[src/rtl/float_pack.sv]
// Reduced internal float format (1 sign, 8 exponent, 16 mantissa bits, bias 127) with
// IEEE-single conversions and combinational add/sub/mul helpers. Exponent 0 encodes zero.
package float_pack;

  localparam int NE = 8;
  localparam int NM = 16;
  localparam logic [NE-1:0] E_MAX = 8'hFE;

  typedef struct packed {
    logic          s;
    logic [NE-1:0] e;
    logic [NM-1:0] m;
  } float_t;

  function automatic float_t float_sat(input logic s);
    float_t f;
    f.s = s;
    f.e = E_MAX;
    f.m = '1;
    return f;
  endfunction

  // Mantissa is truncated; denormals flush to zero, Inf/NaN clamp to the largest finite value.
  function automatic float_t float_ieee2float(input logic [31:0] x);
    float_t f;
    f.s = x[31];
    f.e = x[30:23];
    f.m = NM'(x >> 7);
    if (x[30:23] == 8'h00) f = '0;
    else if (x[30:23] == 8'hFF) f = float_sat(x[31]);
    return f;
  endfunction

  function automatic logic [31:0] float2float_ieee(input float_t f);
    if (f.e == '0) return 32'h0000_0000;
    return {f.s, f.e, f.m, 7'h00};
  endfunction

  function automatic float_t float_mul(input float_t a, input float_t b);
    logic [2*NM+1:0] p;
    float_t          r;
    int              ex;
    p   = {{(NM+1){1'b0}}, 1'b1, a.m} * {{(NM+1){1'b0}}, 1'b1, b.m};
    ex  = int'(a.e) + int'(b.e) - 127;
    r.s = a.s ^ b.s;
    if (p[2*NM+1]) begin
      r.m = NM'(p >> (NM + 1));
      ex  = ex + 1;
    end else begin
      r.m = NM'(p >> NM);
    end
    r.e = NE'(ex);
    if (a.e == '0 || b.e == '0 || ex < 1) r = '0;
    else if (ex > int'(E_MAX)) r = float_sat(a.s ^ b.s);
    return r;
  endfunction

  // A zero operand passes the other operand through untouched.
  function automatic float_t float_add(input float_t a, input float_t b);
    float_t        big, sml, r;
    logic [NE-1:0] d;
    logic [NM:0]   ma, mb, diff;
    logic [NM+1:0] sum;
    int            pos, ex;
    r = '0;
    if (a.e == '0) return b;
    if (b.e == '0) return a;
    if ({a.e, a.m} >= {b.e, b.m}) begin
      big = a;
      sml = b;
    end else begin
      big = b;
      sml = a;
    end
    d  = big.e - sml.e;
    ma = {1'b1, big.m};
    mb = {1'b1, sml.m} >> d;
    if (big.s == sml.s) begin
      sum = {1'b0, ma} + {1'b0, mb};
      r.s = big.s;
      if (sum[NM+1]) begin
        if (big.e == E_MAX) r = float_sat(big.s);
        else begin
          r.e = big.e + NE'(1);
          r.m = NM'(sum >> 1);
        end
      end else begin
        r.e = big.e;
        r.m = NM'(sum);
      end
    end else begin
      diff = ma - mb;
      pos  = 0;
      for (int i = 0; i <= NM; i++) if (diff[i]) pos = i;
      ex = int'(big.e) - (NM - pos);
      if (diff == '0 || ex < 1) r = '0;
      else begin
        r.s = big.s;
        r.e = NE'(ex);
        r.m = NM'(diff << (NM - pos));
      end
    end
    return r;
  endfunction

  function automatic float_t float_sub(input float_t a, input float_t b);
    float_t nb;
    nb   = b;
    nb.s = ~b.s;
    return float_add(a, nb);
  endfunction

endpackage

[src/rtl/copro_pkg.sv]
// Shared types for the FPU coprocessor sequencer: opcodes, FSM states, datapath
// selector and default unit latencies.
package copro_pkg;
  import float_pack::*;

  typedef enum logic [2:0] {
    OP_ADD    = 3'd0,
    OP_SUB    = 3'd1,
    OP_MUL    = 3'd2,
    OP_MAC    = 3'd3,
    OP_CLRACC = 3'd4,
    OP_RDACC  = 3'd5,
    OP_ILL6   = 3'd6,
    OP_ILL7   = 3'd7
  } copro_op_t;

  typedef enum logic [1:0] {
    ST_IDLE   = 2'd0,
    ST_EXEC   = 2'd1,
    ST_MACADD = 2'd2,
    ST_DONE   = 2'd3
  } copro_state_t;

  typedef enum logic [1:0] {
    DP_ADD = 2'd0,
    DP_SUB = 2'd1,
    DP_MUL = 2'd2
  } dp_op_t;

  localparam int ADD_LAT_DEF = 2;
  localparam int MUL_LAT_DEF = 3;

  function automatic int lat_cnt_w(input int add_lat, input int mul_lat);
    return $clog2(add_lat + mul_lat + 1);
  endfunction

endpackage

[src/rtl/copro_fpu_dp.sv]
// Combinational add/sub/mul unit on the internal float format; the sequencer uses
// one copy for issued ops and a second as the MAC accumulate adder.
module copro_fpu_dp
  import float_pack::*;
  import copro_pkg::*;
(
  input  dp_op_t op_i,
  input  float_t a_i,
  input  float_t b_i,
  output float_t y_o
);

  always_comb begin
    y_o = '0;
    case (op_i)
      DP_SUB:  y_o = float_sub(a_i, b_i);
      DP_MUL:  y_o = float_mul(a_i, b_i);
      default: y_o = float_add(a_i, b_i);
    endcase
  end

endmodule

[src/rtl/copro_fpu_sequencer.sv]
// Single-outstanding command sequencer for the float coprocessor: converts operands,
// times the shared datapath, owns the MAC accumulator and returns IEEE results.
//
// state     | meaning
// ST_IDLE   | ready for a command
// ST_EXEC   | issued op in the datapath, counting unit latency
// ST_MACADD | MAC product being added into the accumulator
// ST_DONE   | result held until the consumer takes it
module copro_fpu_sequencer
  import float_pack::*;
  import copro_pkg::*;
#(
  parameter int ADD_LAT = ADD_LAT_DEF,
  parameter int MUL_LAT = MUL_LAT_DEF,
  parameter int OPC_W   = 3
) (
  input  logic             clk_i,
  input  logic             rst_i,
  input  logic             cmd_valid_i,
  output logic             cmd_ready_o,
  input  logic [OPC_W-1:0] cmd_opcode_i,
  input  logic [31:0]      cmd_a_i,
  input  logic [31:0]      cmd_b_i,
  output logic             res_valid_o,
  input  logic             res_ready_i,
  output logic [31:0]      res_data_o,
  output logic             res_err_o,
  output logic             busy_o
);

  localparam int CNT_W = lat_cnt_w(ADD_LAT, MUL_LAT);
  typedef logic [CNT_W-1:0] cnt_t;

  copro_state_t state_q, state_d;
  copro_op_t    op_q, op_d;
  cnt_t         cnt_q, cnt_d;
  float_t       a_q, a_d, b_q, b_d;
  float_t       res_q, res_d, prod_q, prod_d, sum_q, sum_d, acc_q, acc_d;
  logic         first_q, first_d;
  logic [31:0]  data_q, data_d;
  logic         err_q, err_d;

  dp_op_t issue_op;
  float_t issue_y, add_y, res_now, sum_now;

  always_comb begin
    issue_op = DP_ADD;
    case (op_q)
      OP_SUB:         issue_op = DP_SUB;
      OP_MUL, OP_MAC: issue_op = DP_MUL;
      default:        issue_op = DP_ADD;
    endcase
  end

  copro_fpu_dp u_dp_issue (
    .op_i (issue_op),
    .a_i  (a_q),
    .b_i  (b_q),
    .y_o  (issue_y)
  );

  copro_fpu_dp u_dp_macadd (
    .op_i (DP_ADD),
    .a_i  (acc_q),
    .b_i  (prod_q),
    .y_o  (add_y)
  );

  // On the first cycle of a phase the register has not loaded yet, so take the unit output.
  assign res_now = first_q ? issue_y : res_q;
  assign sum_now = first_q ? add_y : sum_q;

  assign cmd_ready_o = (state_q == ST_IDLE);
  assign res_valid_o = (state_q == ST_DONE);
  assign busy_o      = (state_q != ST_IDLE);
  assign res_data_o  = data_q;
  assign res_err_o   = err_q;

  always_comb begin
    state_d = state_q;
    op_d    = op_q;
    cnt_d   = cnt_q;
    a_d     = a_q;
    b_d     = b_q;
    res_d   = res_q;
    prod_d  = prod_q;
    sum_d   = sum_q;
    acc_d   = acc_q;
    first_d = first_q;
    data_d  = data_q;
    err_d   = err_q;
    case (state_q)
      ST_IDLE: begin
        if (cmd_valid_i) begin
          a_d     = float_ieee2float(cmd_a_i);
          b_d     = float_ieee2float(cmd_b_i);
          first_d = 1'b1;
          err_d   = 1'b0;
          data_d  = 32'h0000_0000;
          if (cmd_opcode_i > OPC_W'(OP_RDACC)) begin
            err_d   = 1'b1;
            state_d = ST_DONE;
          end else begin
            op_d = copro_op_t'(cmd_opcode_i);
            case (copro_op_t'(cmd_opcode_i))
              OP_ADD, OP_SUB: begin
                cnt_d   = cnt_t'(ADD_LAT - 1);
                state_d = ST_EXEC;
              end
              OP_MUL, OP_MAC: begin
                cnt_d   = cnt_t'(MUL_LAT - 1);
                state_d = ST_EXEC;
              end
              OP_CLRACC: begin
                acc_d   = '0;
                state_d = ST_DONE;
              end
              default: begin
                data_d  = float2float_ieee(acc_q);
                state_d = ST_DONE;
              end
            endcase
          end
        end
      end
      ST_EXEC: begin
        first_d = 1'b0;
        if (first_q) res_d = issue_y;
        if (cnt_q == '0) begin
          if (op_q == OP_MAC) begin
            prod_d  = res_now;
            cnt_d   = cnt_t'(ADD_LAT - 1);
            first_d = 1'b1;
            state_d = ST_MACADD;
          end else begin
            data_d  = float2float_ieee(res_now);
            state_d = ST_DONE;
          end
        end else begin
          cnt_d = cnt_q - cnt_t'(1);
        end
      end
      ST_MACADD: begin
        first_d = 1'b0;
        if (first_q) sum_d = add_y;
        if (cnt_q == '0) begin
          acc_d   = sum_now;
          data_d  = float2float_ieee(sum_now);
          state_d = ST_DONE;
        end else begin
          cnt_d = cnt_q - cnt_t'(1);
        end
      end
      default: begin
        if (res_ready_i) begin
          err_d   = 1'b0;
          state_d = ST_IDLE;
        end
      end
    endcase
  end

  always_ff @(posedge clk_i) begin
    if (rst_i) begin
      state_q <= ST_IDLE;
      op_q    <= OP_ADD;
      cnt_q   <= '0;
      a_q     <= '0;
      b_q     <= '0;
      res_q   <= '0;
      prod_q  <= '0;
      sum_q   <= '0;
      acc_q   <= '0;
      first_q <= 1'b0;
      data_q  <= '0;
      err_q   <= 1'b0;
    end else begin
      state_q <= state_d;
      op_q    <= op_d;
      cnt_q   <= cnt_d;
      a_q     <= a_d;
      b_q     <= b_d;
      res_q   <= res_d;
      prod_q  <= prod_d;
      sum_q   <= sum_d;
      acc_q   <= acc_d;
      first_q <= first_d;
      data_q  <= data_d;
      err_q   <= err_d;
    end
  end

endmodule

[config.mk]
export PLATFORM = sky130hd
export DESIGN_NAME = copro_fpu_sequencer
export DESIGN_NICKNAME = d
export VERILOG_FILES = /design/src/rtl/float_pack.sv /design/src/rtl/copro_pkg.sv /design/src/rtl/copro_fpu_dp.sv /design/src/rtl/copro_fpu_sequencer.sv
export SDC_FILE = /design/constraint.sdc
export NUM_CORES = 2
export LEC_CHECK = 0
export ABC_AREA = 1
export CAP_MARGIN = 20
export CORE_MARGIN = 2
export CORE_UTILIZATION = 57
export CTS_BUF_LIST = sky130_fd_sc_hd__clkbuf_8 sky130_fd_sc_hd__clkbuf_16
export DETAILED_ROUTE_END_ITERATION = 10
export PLACE_DENSITY = 0.74
export SYNTH_ARGS = -nofsm -noshare
export SYNTH_HDL_FRONTEND = slang
export SYNTH_HIERARCHICAL = 1
export SYNTH_SLANG_ARGS = --single-unit
[constraint.sdc]
create_clock -name clk_i -period 20.7 [get_ports clk_i]
set_clock_uncertainty 0.05 [all_clocks]
set_input_delay 4.14 -clock clk_i [delete_from_list [all_inputs] [get_ports clk_i]]
set_output_delay 4.14 -clock clk_i [all_outputs]
set_load 0.01 [all_outputs]
# Word-level counts from Yosys, hierarchy flattened
# Index checks and enable logic that the tools add are counted.
# totals
inputBits	71
word_cells	315
mem_bits_ro	0
register_bits	192
mem_count	0
ramBits	0
latchBits	0
# classes
order_cmp	8
n_div	0
add_sub_neg	22
n_shift	6
n_reduce_logical	40
n_bitwise	4
n_mul	1
mux	181
eq_ne	29
# op_table
operator	n
$mux W25	49
$mux W32	25
$mux W24	9
$lt A32 B2 Y1 const B	4
$pmux W25 S2	2
$mux W4	24
$pmux W32 S3	1
$shl A17 B32 Y16	3
$sub A6 B32 Y32 const A	3
$sub A9 B32 Y32	3
$logic_not A8 Y1	8
$add A17 B17 Y18	3
$logic_not A17 Y1	3
$mux W3	17
$shr A17 B8 Y17	3
$sub A17 B17 Y17	3
$ge A24 B24 Y1	2
$eq A8 B8 Y1 const B	5
$mul A17 B17 Y34	1
$add A32 B2 Y32 const B	1
$gt A32 B9 Y1 const B	1
$mux W1	32
$sub A32 B8 Y32 const B	1
$add A8 B1 Y8 const B	3
39 further kinds	85

# Depth between registers and ports, before layout
# logic_depth
depth_word	53
mapped_depth	94
depth_no_buf	89

# By module
# The synthesis kept the hierarchy.
# by_module_without_submodules
mod	area_each_um2	seq_area_each_um2	cells_per_inst	instances
copro_fpu_dp at u_dp_issue	17910.9	0.0	2818	1
copro_fpu_dp at u_dp_macadd	17757.0	0.0	2766	1
copro_fpu_sequencer	8132.8	3703.6	1118	1

# Worst setup path after synthesis
# OpenSTA, ideal clock, no wires.
# synth_path
kind	reg2reg
from	register b_q[15] in the netlist's numbering
to	register data_q[22], in the netlist res_data_o[22]
setup_time_ns	0.117
arrival_time_ns	10.676
synth_period_minus_slack_ns	10.843
n_path_buf	5
path_stages_with_launch	89
t_required_ns	20.533
slack_ns	9.857
path_cell_list	dfxtp_1 clkbuf_1 inv_1 ha_1 a21o_1 nor2_1 nand2_1 a21oi_4 nand2_4 nand2_1 nand3_2 ha_1 inv_1 nand2_2 nand2_1 nand3_1 nand2_1 nand2_1 [... 53 more ...] a21oi_1 o21ai_0 a21oi_1 o21ai_0 nand2_1 nand2_1 o21ai_0 inv_1 nand2_1 nand2_1 nand2_1 nor2_2 nand2_4 buf_6 nand2_1 nand2_1 a21oi_2 nor2_1
# synth_rtl
item	line	text
start: declaration	copro_fpu_sequencer.sv:37	float_t a_q, a_d, b_q, b_d;
start signal: assignment	copro_fpu_sequencer.sv:169	b_q <= '0;
start signal: assignment	copro_fpu_sequencer.sv:182	b_q <= b_d;
end signal: assignment	copro_fpu_sequencer.sv:188	data_q <= data_d;
end: declaration	copro_fpu_sequencer.sv:40	logic [31:0] data_q, data_d;

==> impl_metrics.sql <==
INSERT INTO impl_metrics (metric_group, metric, value, unit) VALUES
('outcome', 'run_status', 'complete, but fails checks', ''),
('outcome', 'failing_checks', 'slew limit', ''),
('clocking', 'clock_insertion_delay_at_the_later_pin_of_the_skew_report', '0.48', 'ns'),
('clocking', 'post_cts.repair.setup_buffers', '0', ''),
('worst_setup_path', 'crit_end', 'res_data_o[19]', ''),
('synthesis', 'synthDominantCellAreaShare', '20.7', '%'),
('sta', 'min_period_over_period', '77.6', '%'),
('synthesis', 'synthesis.instances', '6702', ''),
('final_layout', 'fin_nets', '7560', ''),
('synthesis', 'synthesis.area', '43800', 'µm²'),
('clocking', 'clock_tree.buffer_depth', '2', ''),
('sta', 'drv_slew', '26', ''),
('synthesis', 'synth_top_area_cell', 'fa_1', ''),
('placed_design', 'placed_cells', '7594', ''),
('worst_setup_path', 'timing.critical_path.slowest_stage_cell', 'ha_1', ''),
('sta', 'setup_viol', '0', ''),
('grt', 'busiest_layer', 'met2', ''),
('synthesis', 'synth_seq_cells', '185', ''),
('routing', 'vias', '43200', ''),
('sta', 'time_the_final_worst_path_needs_with_i_o_delays_and_setup', '16.06', 'ns'),
('worst_setup_path', 'crit_path_max_incr_delay', '0.86', 'ns'),
('synthesis', 'yosys-mux-area-fraction', '0.503', '%'),
('grt', 'globalRouteMet2Util', '54.9', '%'),
('floorplan', 'floorplan.die.width', '281', 'µm'),
('routing', 'drt_pre_antenna_iters', '6', ''),
('sta', 'setup-tns-final', '0', 'ns'),
('grt', 'vias_in_the_first_global_route', '40500', ''),
('final_layout', 'layout_cells_excl_fill', '7627', ''),
('hold_path', 'min-delay-path-class', 'reg2reg', ''),
('synthesis', 'postSynth.asyncResetShare', '0', '%'),
('sta', 'grt_setup_unrepaired', 'false', ''),
('routing', 'post-route-drc-count', '0', ''),
('floorplan', 'design.die.area', '79100', 'µm²'),
('synthesis', 'synth_edf_count', '0', ''),
('grt', 'grt_overflow', '0', ''),
('placed_design', 'port_buffers', '85', ''),
('synthesis', 'yosys.cell_types.count', '75', ''),
('grt', 'grt_max_degree', '89', ''),
('final_layout', 'diodes', '0', ''),
('sta', 'slew-limit-headroom', '-25.0', '%'),
('synthesis', 'adder_and_majority_gate_portion_of_the_synthesized_area', '33.6', '%'),
('synthesis', 'synth_common_cells', 'nand2_1 (1784), inv_1 (1199), a21oi_1 (555)', ''),
('synthesis', 'synth_top_family_by_area', 'adder cells', ''),
('routing', 'final_antenna_net_count', '0', ''),
('grt', 'grt_pass1_wl', '215000', 'µm'),
('grt', 'use_met3', '4.56', '%'),
('synthesis', 'synth-xor-area-share', '2.91', '%'),
('worst_setup_path', 'timing.critical_path.from', 'a_q[16]', ''),
('placed_design', 'place.gp.congestion', '0.962', ''),
('sta', 'fmax', '0.0623', 'GHz'),
('floorplan', 'std_cell_rows', '101', ''),
('worst_setup_path', 'timing.setup.critical_path_class', 'reg2reg', ''),
('clocking', 'post_cts_resize_count', '0', ''),
('clocking', 'cts-hold-fix-buffers', '0', ''),
('floorplan', 'start_util', '57.7', '%'),
('routing', 'vias_per_cell', '5.66', ''),
('worst_setup_path', 'cp.required', '21.01', 'ns'),
('routing', 'drt_wl_total', '136000', 'µm'),
('final_layout', 'syn_to_final_growth', '4.79', '%'),
('sta', 'hold_viol', '0', ''),
('flow_run', 'cap_viol_max_count', '0', ''),
('clocking', 'clock_sink_count', '185', ''),
('worst_setup_path', 'critical_path_cell_count', '82', ''),
('clocking', 'cts-htree-levels', '4', ''),
('synthesis', 'synth_warnings', '6', ''),
('routing', 'route.detailed.wl_per_inst', '17.8', 'µm'),
('clocking', 'cts.root.buffer_cell', 'clkbuf_16', ''),
('worst_setup_path', 'timing.critical_path.max_delay_family', 'simple AND/OR/NAND/NOR gates', ''),
('grt', 'gr-usage-all-layers', '34.3', '%'),
('floorplan', 'die_height', '281', 'µm'),
('clocking', 'clk_pin_slew_worst_setup_hold_paths', '0.10', 'ns');
sequential cells by signal, summed over array words and instances, names as in the netlist:
register and flops:
a_q 25, b_q 25, cnt_q 3, first_q 1, acc_q 25, prod_q 25
res_data_o 25, op_q 3, res_err_o 1, res_q 25, sum_q 25, state_q 2
tightest hold or removal path, stage by stage, from the launching register on:
cell	delay, ns
dfxtp_1	0.32
nand2_1	0.06
a21oi_1	0.05
layer usage:
metal,up-vias,wire (µm)
met5,-,0
met1,20400,59800
li1,20600,-
met3,297,11400
met4,0,3990
met2,1839,60500
cells in the final DEF, fill, tap and decap left out, types with 20 or more instances in the layout:
| cell | count |
|---|---|
| o21ai_0 | 429 |
| fa_1 | 452 |
| o22ai_1 | 45 |
| nor2_1 | 333 |
| o21bai_1 | 20 |
| clkdlybuf4s50_1 | 84 |
| nand2_1 | 1784 |
| xor2_1 | 112 |
| nand3_1 | 299 |
| a21oi_1 | 555 |
| nor3_1 | 34 |
| nand3_2 | 20 |
| buf_4 | 90 |
| o211ai_1 | 39 |
| ha_1 | 453 |
| conb_1 | 53 |
| nand2_2 | 27 |
| o21ai_1 | 27 |
| nand4_1 | 36 |
| mux2i_1 | 22 |
| inv_1 | 1198 |
| a211oi_1 | 20 |
| dfxtp_1 | 184 |
| xnor2_1 | 28 |
| nor4_1 | 33 |
through the flow:
step	setup slack, ns	hold slack, ns	util [%]	cell area, µm²
floorplan	9.86	0.391	-	44000
global placement	5.34	0.400	59.6	45200
detailed placement	5.27	0.404	59.6	45200
CTS	5.20	0.419	60.4	45900
global route	3.27	0.433	60.4	45900
finish	4.64	0.418	60.4	45900
final cells by class:
| cell class | instances | area [µm²] | share of cell area, % |
|---|---|---|---|
| clock buffer | 17 | 425 | 0.927 |
| clock inverter | 15 | 218 | 0.474 |
| multi-input combinational | 4981 | 34100 | 74.3 |
| sequential | 185 | 3700 | 8.07 |
| timing repair buffer | 175 | 1540 | 3.36 |
| tap | 1030 | 1290 | 2.81 |
| inverter | 1224 | 4600 | 10.0 |
worst min path at each step:
stage,from,to,slack (ns),cells after the start
2_1_floorplan,sum_q[18],sum_q[18],0.39,2
4_1_cts,sum_q[19],sum_q[19],0.42,2
3_5_place_dp,sum_q[19],sum_q[19],0.40,2
3_3_place_gp,sum_q[18],sum_q[18],0.40,2
5_1_grt,sum_q[21],sum_q[21],0.43,2
6_report,sum_q[19],sum_q[19],0.42,2
cells by family after synthesis:
| logic type | Yosys count |
|---|---|
| adders and majority gates | 905 |
| buffers and inverters | 1586 |
| xor gates and xnor gates | 144 |
| and+or+nand+nor | 2645 |
| AOI/OAI and AO/OA | 1212 |
| muxes | 22 |
| other | 3 |
| DFF | 185 |
Power is left out: the tool's default activity adds up to more than one toggle a clock period on the data nets, which glitch-free logic cannot reach.
